## src/rtl/pipe_ctrl_if.sv

```systemverilog
// Hazard-control bundle between the five-stage pipeline and pipe_ctrl.
// master = the controller side, slave = the pipeline/fetch side.
interface pipe_ctrl_if #(
  parameter int ADDR_W  = 32,
  parameter int REG_W   = 5,
  parameter int MDCNT_W = 8
);
  logic [REG_W-1:0]   id_rs1_i;
  logic [REG_W-1:0]   id_rs2_i;
  logic               id_rs1_rd_i;
  logic               id_rs2_rd_i;
  logic [REG_W-1:0]   ex_rd_i;
  logic               ex_is_load_i;
  logic               ex_jump_i;
  logic [ADDR_W-1:0]  ex_jump_addr_i;
  logic               ex_md_start_i;
  logic               md_done_i;
  logic               imem_ready_i;

  logic [3:0]         stall_o;
  logic               if_id_flush_o;
  logic               id_ex_flush_o;
  logic               ex_mem_flush_o;
  logic               pc_redirect_o;
  logic [ADDR_W-1:0]  pc_redirect_addr_o;
  logic [MDCNT_W-1:0] md_cycles_o;

  modport master (
    input  id_rs1_i, id_rs2_i, id_rs1_rd_i, id_rs2_rd_i,
    input  ex_rd_i, ex_is_load_i, ex_jump_i, ex_jump_addr_i,
    input  ex_md_start_i, md_done_i, imem_ready_i,
    output stall_o, if_id_flush_o, id_ex_flush_o, ex_mem_flush_o,
    output pc_redirect_o, pc_redirect_addr_o, md_cycles_o
  );

  modport slave (
    output id_rs1_i, id_rs2_i, id_rs1_rd_i, id_rs2_rd_i,
    output ex_rd_i, ex_is_load_i, ex_jump_i, ex_jump_addr_i,
    output ex_md_start_i, md_done_i, imem_ready_i,
    input  stall_o, if_id_flush_o, id_ex_flush_o, ex_mem_flush_o,
    input  pc_redirect_o, pc_redirect_addr_o, md_cycles_o
  );
endinterface

```

## src/rtl/pipe_ctrl.sv

```systemverilog
// Pipeline hazard controller: per-cycle hold/flush of PC, IF/ID, ID/EX, EX/MEM
// and PC redirects; outputs are Mealy (same-cycle response to the cause).
//
// state      | meaning
// -----------+---------------------------------------------------------------
// RUN        | normal issue; jump > mul/div > load-use > imem wait priority
// MD_WAIT    | mul/div in EX busy; front end held, EX/MEM fed bubbles
// REDIR_PEND | taken jump seen while imem busy; keep redirecting to pend_addr
module pipe_ctrl #(
  parameter int ADDR_W  = 32,
  parameter int REG_W   = 5,
  parameter int MDCNT_W = 8
) (
  input  logic         clk_i,
  input  logic         rst_i,
  pipe_ctrl_if.master  bus
);

  typedef enum logic [1:0] {
    RUN        = 2'd0,
    MD_WAIT    = 2'd1,
    REDIR_PEND = 2'd2
  } state_t;

  localparam logic [MDCNT_W-1:0] MD_ONE  = {{(MDCNT_W-1){1'b0}}, 1'b1};
  localparam logic [MDCNT_W-1:0] MD_SAT  = {MDCNT_W{1'b1}};
  localparam logic [REG_W-1:0]   REG_X0  = {REG_W{1'b0}};

  localparam logic [3:0] STALL_NONE = 4'b0000;
  localparam logic [3:0] STALL_PC   = 4'b0001;
  localparam logic [3:0] STALL_LU   = 4'b0011;
  localparam logic [3:0] STALL_MD   = 4'b0111;

  state_t              state_q, state_d;
  logic [ADDR_W-1:0]   pend_addr_q, pend_addr_d;
  logic [MDCNT_W-1:0]  md_cnt_q, md_cnt_d;

  logic                load_use;
  logic                rs1_hit;
  logic                rs2_hit;
  logic                md_begin;

  logic [3:0]          stall_c;
  logic                if_id_flush_c;
  logic                id_ex_flush_c;
  logic                ex_mem_flush_c;
  logic                redirect_c;
  logic [ADDR_W-1:0]   redirect_addr_c;

  always_comb begin
    rs1_hit  = bus.id_rs1_rd_i && (bus.id_rs1_i == bus.ex_rd_i);
    rs2_hit  = bus.id_rs2_rd_i && (bus.id_rs2_i == bus.ex_rd_i);
    load_use = bus.ex_is_load_i && (bus.ex_rd_i != REG_X0) && (rs1_hit || rs2_hit);
    // a mul/div that finishes in its first EX cycle needs no stall at all
    md_begin = bus.ex_md_start_i && !bus.md_done_i;
  end

  always_ff @(posedge clk_i or posedge rst_i) begin
    if (rst_i) begin
      state_q     <= RUN;
      pend_addr_q <= '0;
      md_cnt_q    <= '0;
    end else begin
      state_q     <= state_d;
      pend_addr_q <= pend_addr_d;
      md_cnt_q    <= md_cnt_d;
    end
  end

  always_comb begin
    state_d         = state_q;
    pend_addr_d     = pend_addr_q;
    md_cnt_d        = md_cnt_q;
    stall_c         = STALL_NONE;
    if_id_flush_c   = 1'b0;
    id_ex_flush_c   = 1'b0;
    ex_mem_flush_c  = 1'b0;
    redirect_c      = 1'b0;
    redirect_addr_c = '0;

    case (state_q)
      RUN: begin
        if (bus.ex_jump_i) begin
          redirect_c      = 1'b1;
          redirect_addr_c = bus.ex_jump_addr_i;
          if_id_flush_c   = 1'b1;
          id_ex_flush_c   = 1'b1;
          if (!bus.imem_ready_i) begin
            pend_addr_d = bus.ex_jump_addr_i;
            state_d     = REDIR_PEND;
          end
        end else if (md_begin) begin
          stall_c        = STALL_MD;
          ex_mem_flush_c = 1'b1;
          md_cnt_d       = MD_ONE;
          state_d        = MD_WAIT;
        end else if (load_use) begin
          stall_c       = STALL_LU;
          id_ex_flush_c = 1'b1;
        end else if (!bus.imem_ready_i) begin
          stall_c       = STALL_PC;
          if_id_flush_c = 1'b1;
        end
      end

      MD_WAIT: begin
        if (!bus.md_done_i) begin
          stall_c        = STALL_MD;
          ex_mem_flush_c = 1'b1;
          if (md_cnt_q != MD_SAT) begin
            md_cnt_d = md_cnt_q + MD_ONE;
          end
        end else begin
          state_d = RUN;
        end
      end

      REDIR_PEND: begin
        redirect_c    = 1'b1;
        if_id_flush_c = 1'b1;
        // EX should hold a bubble here; a late jump still takes over the target
        if (bus.ex_jump_i) begin
          pend_addr_d     = bus.ex_jump_addr_i;
          redirect_addr_c = bus.ex_jump_addr_i;
        end else begin
          redirect_addr_c = pend_addr_q;
        end
        if (bus.imem_ready_i) begin
          state_d = RUN;
        end
      end

      default: begin
        state_d = RUN;
      end
    endcase
  end

  // outputs are forced quiet for the whole time reset is held
  always_comb begin
    if (rst_i) begin
      bus.stall_o            = STALL_NONE;
      bus.if_id_flush_o      = 1'b0;
      bus.id_ex_flush_o      = 1'b0;
      bus.ex_mem_flush_o     = 1'b0;
      bus.pc_redirect_o      = 1'b0;
      bus.pc_redirect_addr_o = '0;
      bus.md_cycles_o        = '0;
    end else begin
      bus.stall_o            = stall_c;
      bus.if_id_flush_o      = if_id_flush_c;
      bus.id_ex_flush_o      = id_ex_flush_c;
      bus.ex_mem_flush_o     = ex_mem_flush_c;
      bus.pc_redirect_o      = redirect_c;
      bus.pc_redirect_addr_o = redirect_addr_c;
      bus.md_cycles_o        = md_cnt_q;
    end
  end

endmodule
```

## src/flat_wrapper.sv

```systemverilog
// flat-port wrapper written by rule: the top's interface ports become plain ports
module pipe_ctrl_flat 
#(
  parameter int ADDR_W  = 32,
  parameter int REG_W   = 5,
  parameter int MDCNT_W = 8
)
  (clk_i, rst_i, bus_id_rs1_i, bus_id_rs2_i, bus_id_rs1_rd_i, bus_id_rs2_rd_i, bus_ex_rd_i, bus_ex_is_load_i, bus_ex_jump_i, bus_ex_jump_addr_i, bus_ex_md_start_i, bus_md_done_i, bus_imem_ready_i, bus_stall_o, bus_if_id_flush_o, bus_id_ex_flush_o, bus_ex_mem_flush_o, bus_pc_redirect_o, bus_pc_redirect_addr_o, bus_md_cycles_o);
  pipe_ctrl_if #(.ADDR_W(ADDR_W), .REG_W(REG_W), .MDCNT_W(MDCNT_W)) bus_i ();
  input  logic clk_i;
  input  logic rst_i;
  input wire logic [$bits(bus_i.id_rs1_i)-1:0] bus_id_rs1_i;
  input wire logic [$bits(bus_i.id_rs2_i)-1:0] bus_id_rs2_i;
  input wire logic [$bits(bus_i.id_rs1_rd_i)-1:0] bus_id_rs1_rd_i;
  input wire logic [$bits(bus_i.id_rs2_rd_i)-1:0] bus_id_rs2_rd_i;
  input wire logic [$bits(bus_i.ex_rd_i)-1:0] bus_ex_rd_i;
  input wire logic [$bits(bus_i.ex_is_load_i)-1:0] bus_ex_is_load_i;
  input wire logic [$bits(bus_i.ex_jump_i)-1:0] bus_ex_jump_i;
  input wire logic [$bits(bus_i.ex_jump_addr_i)-1:0] bus_ex_jump_addr_i;
  input wire logic [$bits(bus_i.ex_md_start_i)-1:0] bus_ex_md_start_i;
  input wire logic [$bits(bus_i.md_done_i)-1:0] bus_md_done_i;
  input wire logic [$bits(bus_i.imem_ready_i)-1:0] bus_imem_ready_i;
  output wire logic [$bits(bus_i.stall_o)-1:0] bus_stall_o;
  output wire logic [$bits(bus_i.if_id_flush_o)-1:0] bus_if_id_flush_o;
  output wire logic [$bits(bus_i.id_ex_flush_o)-1:0] bus_id_ex_flush_o;
  output wire logic [$bits(bus_i.ex_mem_flush_o)-1:0] bus_ex_mem_flush_o;
  output wire logic [$bits(bus_i.pc_redirect_o)-1:0] bus_pc_redirect_o;
  output wire logic [$bits(bus_i.pc_redirect_addr_o)-1:0] bus_pc_redirect_addr_o;
  output wire logic [$bits(bus_i.md_cycles_o)-1:0] bus_md_cycles_o;
  assign bus_i.id_rs1_i = bus_id_rs1_i;
  assign bus_i.id_rs2_i = bus_id_rs2_i;
  assign bus_i.id_rs1_rd_i = bus_id_rs1_rd_i;
  assign bus_i.id_rs2_rd_i = bus_id_rs2_rd_i;
  assign bus_i.ex_rd_i = bus_ex_rd_i;
  assign bus_i.ex_is_load_i = bus_ex_is_load_i;
  assign bus_i.ex_jump_i = bus_ex_jump_i;
  assign bus_i.ex_jump_addr_i = bus_ex_jump_addr_i;
  assign bus_i.ex_md_start_i = bus_ex_md_start_i;
  assign bus_i.md_done_i = bus_md_done_i;
  assign bus_i.imem_ready_i = bus_imem_ready_i;
  assign bus_stall_o = bus_i.stall_o;
  assign bus_if_id_flush_o = bus_i.if_id_flush_o;
  assign bus_id_ex_flush_o = bus_i.id_ex_flush_o;
  assign bus_ex_mem_flush_o = bus_i.ex_mem_flush_o;
  assign bus_pc_redirect_o = bus_i.pc_redirect_o;
  assign bus_pc_redirect_addr_o = bus_i.pc_redirect_addr_o;
  assign bus_md_cycles_o = bus_i.md_cycles_o;
  pipe_ctrl #(.ADDR_W(ADDR_W), .REG_W(REG_W), .MDCNT_W(MDCNT_W)) u_core (.clk_i(clk_i), .rst_i(rst_i), .bus(bus_i));
endmodule
```

## config.mk

```make
export PLATFORM = sky130hd
export DESIGN_NAME = pipe_ctrl_flat
export DESIGN_NICKNAME = d
export VERILOG_FILES = /design/src/rtl/pipe_ctrl_if.sv /design/src/rtl/pipe_ctrl.sv /design/src/flat_wrapper.sv
export SDC_FILE = /design/constraint.sdc
export NUM_CORES = 1
export LEC_CHECK = 0
export BUFFER_PORTS_ARGS = -buffer_cell sky130_fd_sc_hd__clkbuf_2
export CORE_ASPECT_RATIO = 0.6
export CORE_UTILIZATION = 45
export DETAILED_ROUTE_END_ITERATION = 10
export GPL_ROUTABILITY_DRIVEN = 0
export PLACE_DENSITY = 0.75
export SLEW_MARGIN = 15
export SYNTH_ARGS = -nofsm -noshare
export SYNTH_HDL_FRONTEND = slang
export SYNTH_SLANG_ARGS = --single-unit
```

## constraint.sdc

```tcl
create_clock -name clk_i -period 2.6 [get_ports clk_i]
set_input_delay 0.26 -clock clk_i [delete_from_list [all_inputs] [get_ports clk_i]]
set_output_delay 0.26 -clock clk_i [all_outputs]
set_load 0.02 [all_outputs]
```

Word-level counts from Yosys, hierarchy flattened
Cells that the tools add are included.

word-level totals
  register bits after elaboration = 42
  word-level logic and storage cells = 78

operators by class
  $add $sub $neg = 1
  equal/unequal tests = 15
  multiplexer cells = 45
  reduce and logical (&&, ||, !) cells = 14

operators with widths
  operator               count
  $mux W32               5
  $pmux W32 S2           2
  $mux W8                5
  $mux W1                17
  $mux W4                4
  $pmux W8 S2            1
  $ne A2 B2 Y1 const B   6
  $eq A5 B5 Y1           2
  $mux W2                5
  $add A8 B1 Y8 const B  1
  $ne A8 B8 Y1 const B   1
  $pmux W4 S2            1
  $pmux W1 S2            3
  $pmux W2 S3            1
  $logic_and A1 B1 Y1    5
  $reduce_and A5 Y1      1
  $reduce_bool A5 Y1     1
  $ne A2 B1 Y1 const B   2
  $reduce_and A4 Y1      1
  $reduce_bool A2 Y1     2
  $mux W3                1
  $ne A3 B2 Y1 const B   1
  $ne A3 B3 Y1 const B   1
  $reduce_and A3 Y1      1
  other kinds (5)        5

Depth between registers and ports, before layout
Gate-level depths: netlist (run 1).

  word-level depth = 9
  gate-level depth with buffers = 6

Worst setup path before layout (run 1)
OpenSTA, ideal clock, no wires.

  path type = input-to-output
  start = input rst_i
  end = output bus_stall_o[0]
  arrival time = 2.253 ns
  required time = 2.340 ns
  slack = 0.087 ns
  cell stages on the path = 4
  path through = inv_1 -> nand4_1 -> or2_2 -> o21ai_0

on the way
  longest elaborated chain between the ends = 1

RTL lines
  element             line                source
  start: declaration  flat_wrapper.sv:11  input logic rst_i;
  $mux W4             pipe_ctrl.sv:141    if (rst_i) begin
  end: declaration    flat_wrapper.sv:23  output wire logic [$bits(bus_i.stall_o)-1:0] bus_stall_o;

No other way between the ends.

Worst setup path in the final report (run 1)
  start = register u_core.state_q[1]
  end = output bus_stall_o[0]

on the way
  longest elaborated chain between the ends = 3
  elaborated cells on any way between the ends = 4
  classes of those cells = eq/ne (1); mux (2); reduce/logical (1)

RTL lines
  element                                           line              source
  start: declaration                                pipe_ctrl.sv:34   state_t state_q, state_d;
  start signal: assignment                          pipe_ctrl.sv:64   state_q <= state_d;
  $eq A2 B1 Y1 or $logic_not A2 Y1 (tied branches)  pipe_ctrl.sv:81   case (state_q)
  $pmux W4 S2 (*)                                   pipe_ctrl.sv:81
  $mux W4 (*)                                       pipe_ctrl.sv:141

Mark *: on every way between the ends. The rest lies on a longest branch, timed or not.

==> flow_summary.ini, run 1 <==
[pwr]
seqPwrFrac_pct = 47.9
finalPower_uw = 1710
combinationalPowerShare_pct = 26.8
power_density_nw_per_um2 = 538
p_clk_share_pct = 25.3
vdd_drop_max_uv = 322
intPower_uw = 1180
switchingPower_uw = 530
switching_share_pct = 31.0
power_leakage_uw = 0.00153

[floorplanning]
start_util_pct = 48.3
core_area_um2 = 5230
floorplan.die_area_um2 = 5930
rows = 20
fp.dieW_um = 98.8
die_h_um = 60.1
num_io_pins = 104

[clock_tree]
cts_root_buf = clkbuf_8
cts_buffer_depth = 2
cts_resized = 0
tritoncts = yes
clk_latency_ns = 0.30
cts_setup_buffers = 0
htreeDepth = 2
clock-sinks = 42
cts.clk_slew.worst_paths_ns = 0.08
ctsHoldBuffers = 0
cts-buffers-inserted = 5

[timing]
fin_crit_ns = 2.13
slew_violations = 0
setup_viol = 0
rsz0062_at_grt = false
fin_worst_skew_ns = 0.00430
hold_violations = 0
period_share_pct = 81.9
fmax_mhz = 469
setup_tns_ns = 0
slew_headroom_pct = 64.6
tightest_slew_ns = 0.532

[global_routing]
grt_use_total_pct = 22.2
grt-ovfl-total = 0
antenna_found_initial = 0
grt_pass1_vias = 2154
grt_pass1_wl_mm = 10.1
grt_max_degree = 43

[synth]
synth_area_leader_cell = dfrtp_1
synth_warnings = 0
netlist_top_cells_count = nor2_1 (56), dfrtp_1 (42), mux2_2 (31)
synth_area_per_cell_um2 = 8.84
synth_area_leaders = dfrtp_1 (42%), mux2_2 (14%), nor2_1 (8.3%), a21oi_1 (4.9%), nand2_1 (4.5%)
ys_ff_latch = 42
synthCells = 286
async_flop_share_pct = 100
ys.flop_type = dfrtp_1
syn-cell-area_um2 = 2530
ys_seq_area_share_pct = 41.6
synth_top_area_share_pct = 41.6
synth_fp_nets = 343
synth_enable_flop_cells = 0
synth_most_common_cell = nor2_1
yosysUniqueCellTypes = 41

[placed_design]
portBuffers = 102
dp.final_hpwl_mm = 4.61

[layout]
ff_latch_area_um2 = 1050
drive_gt1_share_pct = 40.6
fin_nets = 438
multi_input_area_um2 = 1370
fill_cells = 474
syn_to_final_growth_pct = 25.7
antenna_cells = 0

[detailed_routing]
drtIter0Drc = 114
wirelength_mm = 6.17
num_vias = 2365
drc_errors = 0
avgViaCountPerCell = 5.28
drt_pass1_iterations = 4
drtAntennaViolNets = 0
routedWlPerCell_um = 13.8

[worst_setup_path]
crit_start = u_core.state_q[1]
r2r-start = u_core.state_q[1]
critPathTopFamily = simple AND/OR/NAND/NOR gates
worstPathArrival_ns = 1.87
path_max_fanout = 10
path_cells = inv_1 -> nand4_1 -> or2_2 -> o21ai_0 -> clkbuf_2
reg2reg_to = u_core.md_cnt_q[0]
critPathKind = flip-flop to output port
worstPathRequired_ns = 2.34
r2r_cells = 4
crit_path_end = bus_stall_o[0]
slowest_delay_ns = 0.48
reg2reg_slack_ns = 0.75
cp_slowest_cell = dfrtp_1
cp_num_buf_inv = 2
crit_cells = 5
critPathLaunchType = flip-flop
cp-end-kind = output port

[worst_hold_path]
hold_class = input port to flip-flop

[outcome]
status = completed

[flow_run]
maxCapViolations = 0
[registers in the layout (all words and copies together), names as in the netlist]
register	flops
u_core.state_q	2
u_core.pend_addr_q	32
u_core.md_cnt_q	8
[worst min-delay path by stage]
stage | start | to | slack [ns] | depth (start not counted)
floorplan | bus_imem_ready_i | u_core.state_q[1] | 0.33 | 1
global placement | u_core.pend_addr_q[4] | u_core.pend_addr_q[4] | 0.47 | 1
detailed placement | u_core.pend_addr_q[3] | u_core.pend_addr_q[3] | 0.48 | 1
CTS | bus_ex_jump_addr_i[4] | u_core.pend_addr_q[4] | 0.19 | 2
global route | bus_ex_jump_addr_i[3] | u_core.pend_addr_q[3] | 0.20 | 2
finish | bus_ex_jump_addr_i[4] | u_core.pend_addr_q[4] | 0.19 | 2
[power by group through the flow]
stage	logic (uW)	registers, uW	clock network, uW
finish	460	820	432
detailed placement	464	831	0
global placement	454	825	0
global route	510	835	471
floorplan	326	809	0
CTS	465	819	444
[layout by cell type (no fill, tap or decap), drive strengths merged, types with 2 or more instances in the layout]
master / instances
nand2b: 3
or4: 3
a21oi: 25
nand2: 30
nor2: 56
dfrtp: 42
buf: 8
nor3: 2
xor2: 8
nor4: 2
o31ai: 5
and3: 2
nand3: 4
o211ai: 2
or3: 2
xnor2: 2
a22oi: 12
o21ai: 3
clkbuf: 109
nor2b: 9
or2: 3
mux2: 33
inv: 4
[through the flow]
stage          instance area (um2)  cells  setup WS (ns)  hold slack, ns  utilization, %
2_1_floorplan                 2530    286         0.0873           0.331               -
3_3_place_gp                  3090    440          0.777           0.473            59.0
3_5_place_dp                  3090    440          0.741           0.476            59.0
4_1_cts                       3180    448          0.473           0.193            60.8
5_1_grt                       3180    448          0.289           0.199            60.8
6_report                      3180    448          0.470           0.193            60.8
[kinds of logic after synthesis]
logic type	share of synthesized area (%)
xor+xnor	3.46
other cells	0.148
compound gates	13.5
flops	41.6
simple gates	21.0
fa+ha+maj	0.495
mux	15.1
buf+inv	4.75
[layout make-up]
cell class,instances,area share (%)
Tap cell,66,2.60
Timing Repair Buffer,110,17.9
Sequential cell,42,33.1
Multi-Input combinational cell,218,43.1
Inverter,4,0.472
Clock buffer,7,2.72
Clock inverter,1,0.157
[layer usage]
layer	vias up	wire (um)	global-route usage (%)
met3	7	460	5.61
met1	1094	3040	30.2
li1	1171	-	-
met2	93	2610	35.3
met5	-	0	0
met4	0	65	7.04
Power figures use the tool's default switching activity.
==> run 2: changes to the inputs <==
Clock period 2.6 ns to 2.08 ns, I/O delays scaled along.
==> run 2 against run 1 <==
  * Via count fell by 1.3%
  * Critical path type unchanged
  * Count of clock-buffer cells in the layout did not move
  * Clock skew rose by 0.00064 ns
  * Die area did not move
  * Critical endpoint is now bus_id_ex_flush_o
  * Critical path depth did not move
  * Clock power rose by 25%
  * Sequential share of layout area fell by 0.42 points
  * Global-route usage barely moved
==> flow_summary.ini, run 2 (synthesis gave the netlist of run 1 again) <==
[outcome]
status = completed

[clock_tree]
cts.clk_slew.worst_paths_ns = 0.08
cts_buffer_depth = 2
clk_latency_ns = 0.29
cts_root_buf = clkbuf_8
ctsHoldBuffers = 0
tritoncts = yes
clock-sinks = 42
htreeDepth = 2
cts-buffers-inserted = 5

[worst_setup_path]
critPathKind = flip-flop to output port
worstPathArrival_ns = 1.72
cp-end-kind = output port
r2r-start = u_core.md_cnt_q[0]
critPathLaunchType = flip-flop
crit_start = u_core.state_q[0]
worstPathRequired_ns = 1.87
path_max_fanout = 9

[layout]
fin_area_um2 = 3230
top_regs = u_core.pend_addr_q x32, u_core.md_cnt_q x8, u_core.state_q x2
syn_to_final_growth_pct = 27.7
final_cells = 452
largest_register_ffs = 32
antenna_cells = 0
drive_gt1_share_pct = 41.7
mostFrequentLayoutCells = clkbuf_2 (101), nor2_1 (56), dfrtp_1 (40)
fill_cells = 490
regMostFlops = u_core.pend_addr_q
fin_nets = 442
mostFrequentLayoutCell = clkbuf_2

[global_routing]
grt_pass1_wl_mm = 10.1
grt_pass1_vias = 2131
grt_max_degree = 43
grt_use_total_pct = 22.2
grt-ovfl-total = 0
antenna_found_initial = 0

[placed_design]
dp.final_hpwl_mm = 4.56
placed_cells = 442
portBuffers = 102
place_area_um2 = 3110

[floorplanning]
fp.dieW_um = 98.8
die_h_um = 60.1
start_util_pct = 48.3
num_io_pins = 104
floorplan.die_area_um2 = 5930
core_area_um2 = 5230
rows = 20

[flow_run]
maxCapViolations = 0

[pwr]
power_density_nw_per_um2 = 666
power_leakage_uw = 0.00156
p_clk_share_pct = 25.0
vdd_drop_max_uv = 422
seqPwrFrac_pct = 47.6
switchingPower_uw = 663
intPower_uw = 1490
switching_share_pct = 30.9
combinationalPowerShare_pct = 27.4

[detailed_routing]
routedWlPerCell_um = 13.8
avgViaCountPerCell = 5.17
drtIter0Drc = 77
drt_pass1_iterations = 4
drc_errors = 0
wirelength_mm = 6.26
drtAntennaViolNets = 0
num_vias = 2335

[timing]
fin_crit_ns = 1.92
hold_violations = 0
fin_worst_skew_ns = 0.00494
slew_violations = 0
slew_headroom_pct = 65.1
fmax_mhz = 520
setup_viol = 0
setup_tns_ns = 0
period_share_pct = 92.5
tightest_slew_ns = 0.523

[worst_hold_path]
hold_class = input port to flip-flop
hp-start = bus_ex_jump_addr_i[25]
## run 2: changes by cell type in the layout (fill, tap and decap cells not counted), sizes merged
| cell | change |
|---|---|
| buf | +4 |
| clkbuf | -1 |
| clkinvlp | +1 |
| dlymetal6s2s | +1 |
| inv | -1 |
## run 2: worst paths after layout
path	endpoint	depth (start not counted)	slack (ns)
min in group asynchronous	u_core.md_cnt_q[0]	3	0.24
max in group asynchronous	u_core.state_q[0]	3	1.47
worst max-delay path	bus_id_ex_flush_o	5	0.16
worst max register to register	u_core.md_cnt_q[0]	6	0.18
worst min register to register	u_core.pend_addr_q[22]	1	0.51
worst min-delay path	u_core.pend_addr_q[25]	2	0.16
## run 2: layout make-up
class / count / area [um2] / area share, %
multi-input combinational: 218 / 1370 / 42.5
clock inverter: 1 / 5.00 / 0.155
timing repair buffer: 114 / 608 / 18.8
tap: 66 / 82.6 / 2.56
clock buffer: 7 / 86.3 / 2.67
inverter: 4 / 21.3 / 0.659
sequential: 42 / 1050 / 32.6
## run 2: critical path, cell delays in order (launching register included)
cell	delay, ns
dfrtp_2	0.44
or2_4	0.29
nor2_1	0.13
nand2_1	0.07
o31ai_1	0.26
clkbuf_2	0.23
## run 2: layer usage
layer	vias up	share of wire, %	global-route usage, %
met1	1074	49	29.2
met4	0	0.43	3.20
li1	1180	-	-
met3	4	6.5	7.37
met2	77	45	37.1
met5	-	0	0
## run 2: what timing repair did
item,4_1_cts,5_1_grt
setup buffers,0,2
setup endpoints to repair,1,3
gates resized for setup,1,6
pin swaps,0,1
## run 2: power by group through the flow
stage | logic [uW] | registers, uW | clock network, uW
4_1_cts | 590 | 1020 | 553
6_report | 590 | 1020 | 538
5_1_grt | 651 | 1040 | 594
3_3_place_gp | 571 | 1030 | 0
2_1_floorplan | 408 | 1010 | 0
3_5_place_dp | 586 | 1040 | 0
## run 2: metrics by stage
stage / util, % / total power (uW) / worst slack (ns) / hold WS, ns
floorplan: - / 1420 / 0.165 / 0.204
global placement: 59.4 / 1600 / 0.293 / 0.446
detailed placement: 59.4 / 1620 / 0.231 / 0.454
CTS: 61.2 / 2160 / 0.0213 / 0.151
global route: 61.7 / 2290 / -0.00253 / 0.147
finish: 61.7 / 2150 / 0.156 / 0.158
